**src/rtl/addr_load_ctrl.sv**
```systemverilog
// Frame sequencer for the MCU-filled serial address shift register: gates shifting,
// captures the address and optionally auto-increments it (macro ADDR_LOAD_AUTOINC_EN).
module addr_load_ctrl #(
    parameter int unsigned DWIDTH   = 21,
    parameter int unsigned INC_STEP = 1,
    parameter int unsigned CNT_W    = 5
) (
    input  logic              clk,
    input  logic              rst,
    input  logic              frame_n,
    input  logic              bit_valid,
    input  logic              ser_data,
    input  logic [DWIDTH-1:0] sreg_q,
    output logic              sreg_en_n,
    output logic              sreg_in,
    output logic [DWIDTH-1:0] addr,
    output logic              addr_valid,
    input  logic              addr_inc,
    output logic              busy,
    output logic              err_short,
    output logic              err_overrun
);

    typedef enum logic [1:0] {
        IDLE  = 2'd0,
        SHIFT = 2'd1,
        LATCH = 2'd2,
        READY = 2'd3
    } state_t;

    state_t            state_q;
    logic              frame_n_q;
    logic [CNT_W-1:0]  cnt_q;
    logic [DWIDTH-1:0] addr_q;
    logic              addr_valid_q;
    logic              busy_q;
    logic              err_short_q;
    logic              err_overrun_q;
    logic              frame_start;

    assign frame_start = frame_n_q & ~frame_n;

    // Shift only while a frame is open and a bit is actually offered
    assign sreg_en_n = ~((state_q == SHIFT) & bit_valid & ~frame_n);
    assign sreg_in   = ser_data;

    always_ff @(posedge clk or posedge rst) begin
        if (rst) begin
            state_q       <= IDLE;
            frame_n_q     <= 1'b1;
            cnt_q         <= '0;
            addr_q        <= '0;
            addr_valid_q  <= 1'b0;
            busy_q        <= 1'b0;
            err_short_q   <= 1'b0;
            err_overrun_q <= 1'b0;
        end else begin
            frame_n_q <= frame_n;
            if (frame_start && (state_q != SHIFT)) begin
                state_q       <= SHIFT;
                cnt_q         <= '0;
                addr_valid_q  <= 1'b0;
                busy_q        <= 1'b1;
                err_short_q   <= 1'b0;
                err_overrun_q <= 1'b0;
            end else begin
                case (state_q)
                    IDLE: ;
                    SHIFT: begin
                        if (frame_n) begin
                            err_short_q <= 1'b1;
                            busy_q      <= 1'b0;
                            state_q     <= IDLE;
                        end else if (bit_valid) begin
                            cnt_q <= cnt_q + CNT_W'(1);
                            if (cnt_q == CNT_W'(DWIDTH - 1)) state_q <= LATCH;
                        end
                    end
                    LATCH: begin
                        addr_q       <= sreg_q;
                        addr_valid_q <= 1'b1;
                        busy_q       <= 1'b0;
                        state_q      <= READY;
                    end
                    READY: begin
`ifdef ADDR_LOAD_AUTOINC_EN
                        if (addr_inc) addr_q <= addr_q + DWIDTH'(INC_STEP);
`endif
                        // Extra bits after a complete frame are flagged, never shifted
                        if (bit_valid && !frame_n) err_overrun_q <= 1'b1;
                    end
                    default: state_q <= IDLE;
                endcase
            end
        end
    end

`ifndef ADDR_LOAD_AUTOINC_EN
    logic unused_inc;
    assign unused_inc = addr_inc ^ (|DWIDTH'(INC_STEP));
`endif

    assign addr        = addr_q;
    assign addr_valid  = addr_valid_q;
    assign busy        = busy_q;
    assign err_short   = err_short_q;
    assign err_overrun = err_overrun_q;

endmodule

```
**config.mk**
```make
export PLATFORM = sky130hd
export DESIGN_NAME = addr_load_ctrl
export DESIGN_NICKNAME = d
export VERILOG_FILES = /design/src/rtl/addr_load_ctrl.sv
export SDC_FILE = /design/constraint.sdc
export NUM_CORES = 1
export LEC_CHECK = 0
export CORE_MARGIN = 1
export CORE_UTILIZATION = 48
export CTS_BUF_LIST = sky130_fd_sc_hd__clkbuf_2
export DETAILED_ROUTE_END_ITERATION = 8
export PLACE_DENSITY = 0.95
export SLEW_MARGIN = 20
export SYNTH_ARGS = -nofsm -noshare
export SYNTH_HDL_FRONTEND = slang
export SYNTH_SLANG_ARGS = --single-unit
```
**constraint.sdc**
```tcl
create_clock -name clk -period 2.3 [get_ports clk]
set_input_delay 0.46 -clock clk [delete_from_list [all_inputs] [get_ports clk]]
set_output_delay 0.46 -clock clk [all_outputs]
set_load 0.02 [all_outputs]
```
Yosys cells after proc, flatten, opt, wreduce, memory -nomap -nowiden
Index checks and enable logic that the tools add are counted.
{"block": "op_classes", "add_sub_neg": 1, "eq_ne": 9, "muxes": 20, "bitwise_logic": 6, "n_reduce_logical": 16}
{"op": "2-to-1 mux 5 bit", "count": 4}
{"op": "nonzero test 2 bit", "count": 6}
{"op": "2-to-1 mux 1 bit", "count": 10}
{"op": "2-to-1 mux 2 bit", "count": 4}
{"op": "AND reduction 2 bit", "count": 4}
{"op": "AND reduction 3 bit", "count": 2}
{"op": "adder 5 x 1 -> 5 bit, second input constant", "count": 1}
{"op": "== test 5 bit, second input constant", "count": 1}
{"op": "== test 2 bit, second input constant", "count": 2}
{"op": "inequality test 2 x 1 -> 1 bit, second input constant", "count": 2}
{"op": "inequality test 4 x 2 -> 1 bit, second input constant", "count": 1}
{"op": "inequality test 4 x 3 -> 1 bit, second input constant", "count": 1}
{"op": "case mux 2 bit (2 select lines)", "count": 1}
{"op": "AND 1 bit", "count": 3}
{"op": "inequality test 3 x 2 -> 1 bit, second input constant", "count": 1}
{"op": "NOT 1 bit", "count": 3}
{"op": "nonzero test 3 bit", "count": 1}
{"op": "== test 2 x 1 -> 1 bit, second input constant", "count": 1}
{"op": "logical AND 1 bit", "count": 2}
{"op": "case mux 1 bit (2 select lines)", "count": 1}
{"op": "zero test 1 bit", "count": 1}
{"block": "word_totals", "reg_bits": 33}

Longest topological paths before layout
{"block": "logic_depth", "word_depth": 6, "mapped_depth": 5}

Worst setup path before layout
No wires, ideal clock.
{"block": "synth_timing", "path_kind": "input to register", "start": "in frame_n", "end": "reg cnt_q[4]", "setup_ps": 77, "arrival_time_ps": 1391, "required_time_ps": 2223, "slack_ps": 832, "path_stages": 4, "n_path_buf": 1, "cell_sequence": "nand4bb_1 buf_4 or4_1 a21oi_1"}
{"block": "synth_via", "elab_chain_cells": 5, "word_cells_on_any_way": 8, "classes_between": "1 x eq/ne; 1 x mux; 2 x bitwise; 4 x reduce/logical"}
{"item": "from (decl)", "line_no": "10", "rtl": "input logic frame_n,"}
{"item": "NOT 1 bit", "line_no": "41", "rtl": "assign frame_start = frame_n_q & ~frame_n;"}
{"item": "AND 1 bit", "line_no": "41"}
{"item": "logical AND 1 bit", "line_no": "59", "rtl": "if (frame_start && (state_q != SHIFT)) begin"}
{"item": "inequality test 2 x 1 -> 1 bit (no source line) / nonzero test 2 bit (equally long branches)"}
{"item": "AND reduction 3 bit (no source line)"}
{"item": "to (signal assigned)", "line_no": "75", "rtl": "cnt_q <= cnt_q + CNT_W'(1);"}
{"item": "to (decl)", "line_no": "33", "rtl": "logic [CNT_W-1:0] cnt_q;"}
Several ways; a longest one is shown, not always the timed one.
A chain may end at the register's enable or synchronous reset.

Worst setup path in the final report
{"block": "layout_timing", "start": "in frame_n", "end": "out sreg_en_n"}
{"block": "layout_via", "elab_chain_cells": 3}
{"item": "NOT 1 bit", "line_no": "44", "rtl": "assign sreg_en_n = ~((state_q == SHIFT) & bit_valid & ~frame_n);"}
{"item": "AND 1 bit", "line_no": "44"}
{"item": "NOT 1 bit", "line_no": "44"}
{"item": "to (decl)", "line_no": "14", "rtl": "output logic sreg_en_n,"}
No other way between the ends.

==> flow_metrics.env <==
export IMPL_status="complete, no violations"
export IMPL_die_area_um2=3060
export IMPL_synth_area_leaders="dfrtp_1 59%, mux2_2 9.9%, mux2_1 7.4%, buf_4 2.2%, inv_1 2.2%"
export IMPL_timing_fmax_mhz=464
export IMPL_setup_viol=0
export IMPL_row_count=18
export IMPL_final_util=0.761
export IMPL_critPathCapture="sreg_en_n"
export IMPL_dpl_cell_area_um2=1930
export IMPL_finalCriticalPeriod_ns=2.15
export IMPL_antenna_found_initial=0
export IMPL_r2r_end="cnt_q[4]$_DFFE_PP0P_"
export IMPL_yosysTopAreaCell="dfrtp_1"
export IMPL_worst_clock_skew_ns=0.0128
export IMPL_yosys_area_top_type_share=0.586
export IMPL_r2r_start="state_q[1]$_DFFE_PP0P_"
export IMPL_start_util=0.528
export IMPL_route_detailed_drc=0
export IMPL_htreeDepth=2
export IMPL_dp_slack_ns=0.151
export IMPL_die_width_um=55.4
export IMPL_tightest_slew_ns=0.418
export IMPL_hold_path_class="in -> async"
export IMPL_post_cts_setup_buffer_count=0
export IMPL_finalCritPeriodShare=0.937
export IMPL_rsz0062_at_grt="no"
export IMPL_cp_data_arrival_time_ns=1.69
export IMPL_drv_slew=0
export IMPL_final_cell_area_um2=1970
export IMPL_path_clk_slew_ns=0.16
export IMPL_postLayoutSetupSlackWorst_ns=0.145
export IMPL_dr_pass1_iters=4
export IMPL_cts_buffer_depth=2
export IMPL_tns_ns=0
export IMPL_totalWireLength_mm=2.77
export IMPL_yosysUniqueCellTypes=27
export IMPL_finalPower_mw=1.10
export IMPL_vias_per_cell=5.20
export IMPL_cts_resized=0
export IMPL_grt_first_pass_wirelength_mm=4.61
export IMPL_rrSetupSlack_ns=0.73
export IMPL_cts_sinks=33
export IMPL_hold_viol=0
export IMPL_wl_per_cell_um=14.3
export IMPL_fillers=150
export IMPL_core_um2=2590
export IMPL_dr_total_vias=1004
export IMPL_overflow=0
export IMPL_layout_cells_most_common_list="50 x clkdlybuf4s50_1, 32 x dfrtp_1, 12 x mux2_2"
export IMPL_slew_headroom=0.721
export IMPL_track_usage=0.196
export IMPL_synth_edf_count=0
export IMPL_ys_seq_area_frac=0.605
export IMPL_synthesis_nets=132
export IMPL_reg2reg_depth=4
export IMPL_synthCells=103
export IMPL_grt_max_degree=22
export IMPL_p_leak_nw=0.834
export IMPL_hpwl_mm=2.12
export IMPL_drtIter0Drc=11
export IMPL_vdd_drop_max_v=0.000442
export IMPL_die_h_um=55.4
export IMPL_start_kind="input pin"
export IMPL_drive_above_1_share=0.178
export IMPL_ys_seq_elements=33
export IMPL_ant_nets=0
export IMPL_synth_cell_area_um2=1370
export IMPL_cts_root_buf="clkbuf_2"
export IMPL_drv_cap=0
export IMPL_areaGrowthSynthToFinish_pct=44.3
export IMPL_cts_buffers=5
export IMPL_path_max_fanout=2
export IMPL_layout_nets=191
export IMPL_cts_tree="yes"
export IMPL_ys_flop_type="dfrtp_1"
export IMPL_final_common_cell="clkdlybuf4s50_1"
export IMPL_path_class="in -> out"
export IMPL_required_ns=1.84
export IMPL_crit_start="frame_n"
export IMPL_port_buffers=50
export IMPL_grt_pass1_vias=1013
export IMPL_ios=54
export IMPL_num_antenna_cells=0
export IMPL_clock_latency_ns=0.38
export IMPL_end_kind="output pin"
export IMPL_pwr_density_cell_nw_per_um2=559
export IMPL_async_reset_ff_frac=1.00
export IMPL_syn_area_per_cell_um2=13.3
export IMPL_gp_congestion=0.798
export IMPL_holdBufCountCts=0
export IMPL_yosys_warnings=0
## flip-flops by register name (all words and copies together), names as in the netlist
signal / cells
addr: 21
addr_valid: 1
busy: 1
cnt_q: 5
err_overrun: 1
err_short: 1
frame_n_q: 1
state_q: 2
## power breakdown
part           total, mW  switching (mW)  internal, mW
clock              0.268           0.191        0.0762
sequential         0.638          0.0234         0.614
combinational      0.196          0.0855         0.111
total               1.10           0.300         0.801
## per-stage QoR
stage / std cells / hold slack (ns)
final: 193 / 0.360
after global routing: 193 / 0.398
after CTS: 193 / 0.371
after detailed placement: 185 / 0.482
after global placement: 185 / 0.466
after floorplan: 103 / 0.464
## cells by family after synthesis
family / Yosys count / share of synthesized area
AOI/OAI and AO/OA: 15 / 0.0696
adders and majority gates: 2 / 0.0183
buffers and inverters: 12 / 0.0440
DFF: 33 / 0.605
muxes: 22 / 0.180
and+or+nand+nor: 19 / 0.0824
## Yosys cell counts, types with 2 or more instances
master    count
o21ai_0       3
a21oi_1       5
buf_4         4
mux2_1        9
ha_1          2
mux2_2       12
dfrtp_1      32
inv_1         8
nand2_1       3
nand2b_1      2
o31ai_1       3
nor2_1        5
## critical path: stages
cell	delay (ns)
clkdlybuf4s50_1	0.47
nand4bb_1	0.15
clkdlybuf4s50_1	0.61
## worst min path at each step
stage,to,slack [ns],depth (start not counted)
after floorplan,frame_n_q$_DFF_PP1_,0.46,0
after global placement,addr[0]$_DFFE_PP0P_,0.47,1
after detailed placement,addr[0]$_DFFE_PP0P_,0.48,1
after CTS,addr[0]$_DFFE_PP0P_,0.37,2
after global routing,addr[0]$_DFFE_PP0P_,0.40,2
final,addr[0]$_DFFE_PP0P_,0.36,2
## final cells by class
cell class,count,area (um^2),share of cell area
Clock buffer,6,30.0,0.0152
Clock inverter,2,10.0,0.00508
Inverter,8,30.0,0.0152
Multi-Input combinational cell,58,479,0.243
Sequential cell,33,827,0.419
Tap cell,30,37.5,0.0190
Timing Repair Buffer,56,558,0.283
## per-layer routing
metal  share of wire  track usage  wire (um)  vias to the layer above
li1                -            -          -                      475
met1            0.45        0.243       1250                      473
met2            0.44        0.301       1210                       47
met3           0.081       0.0679        225                        9
met4           0.027        0.104         76                        0
met5               0            0          0                        -
(Power assumes the default switching activity.)
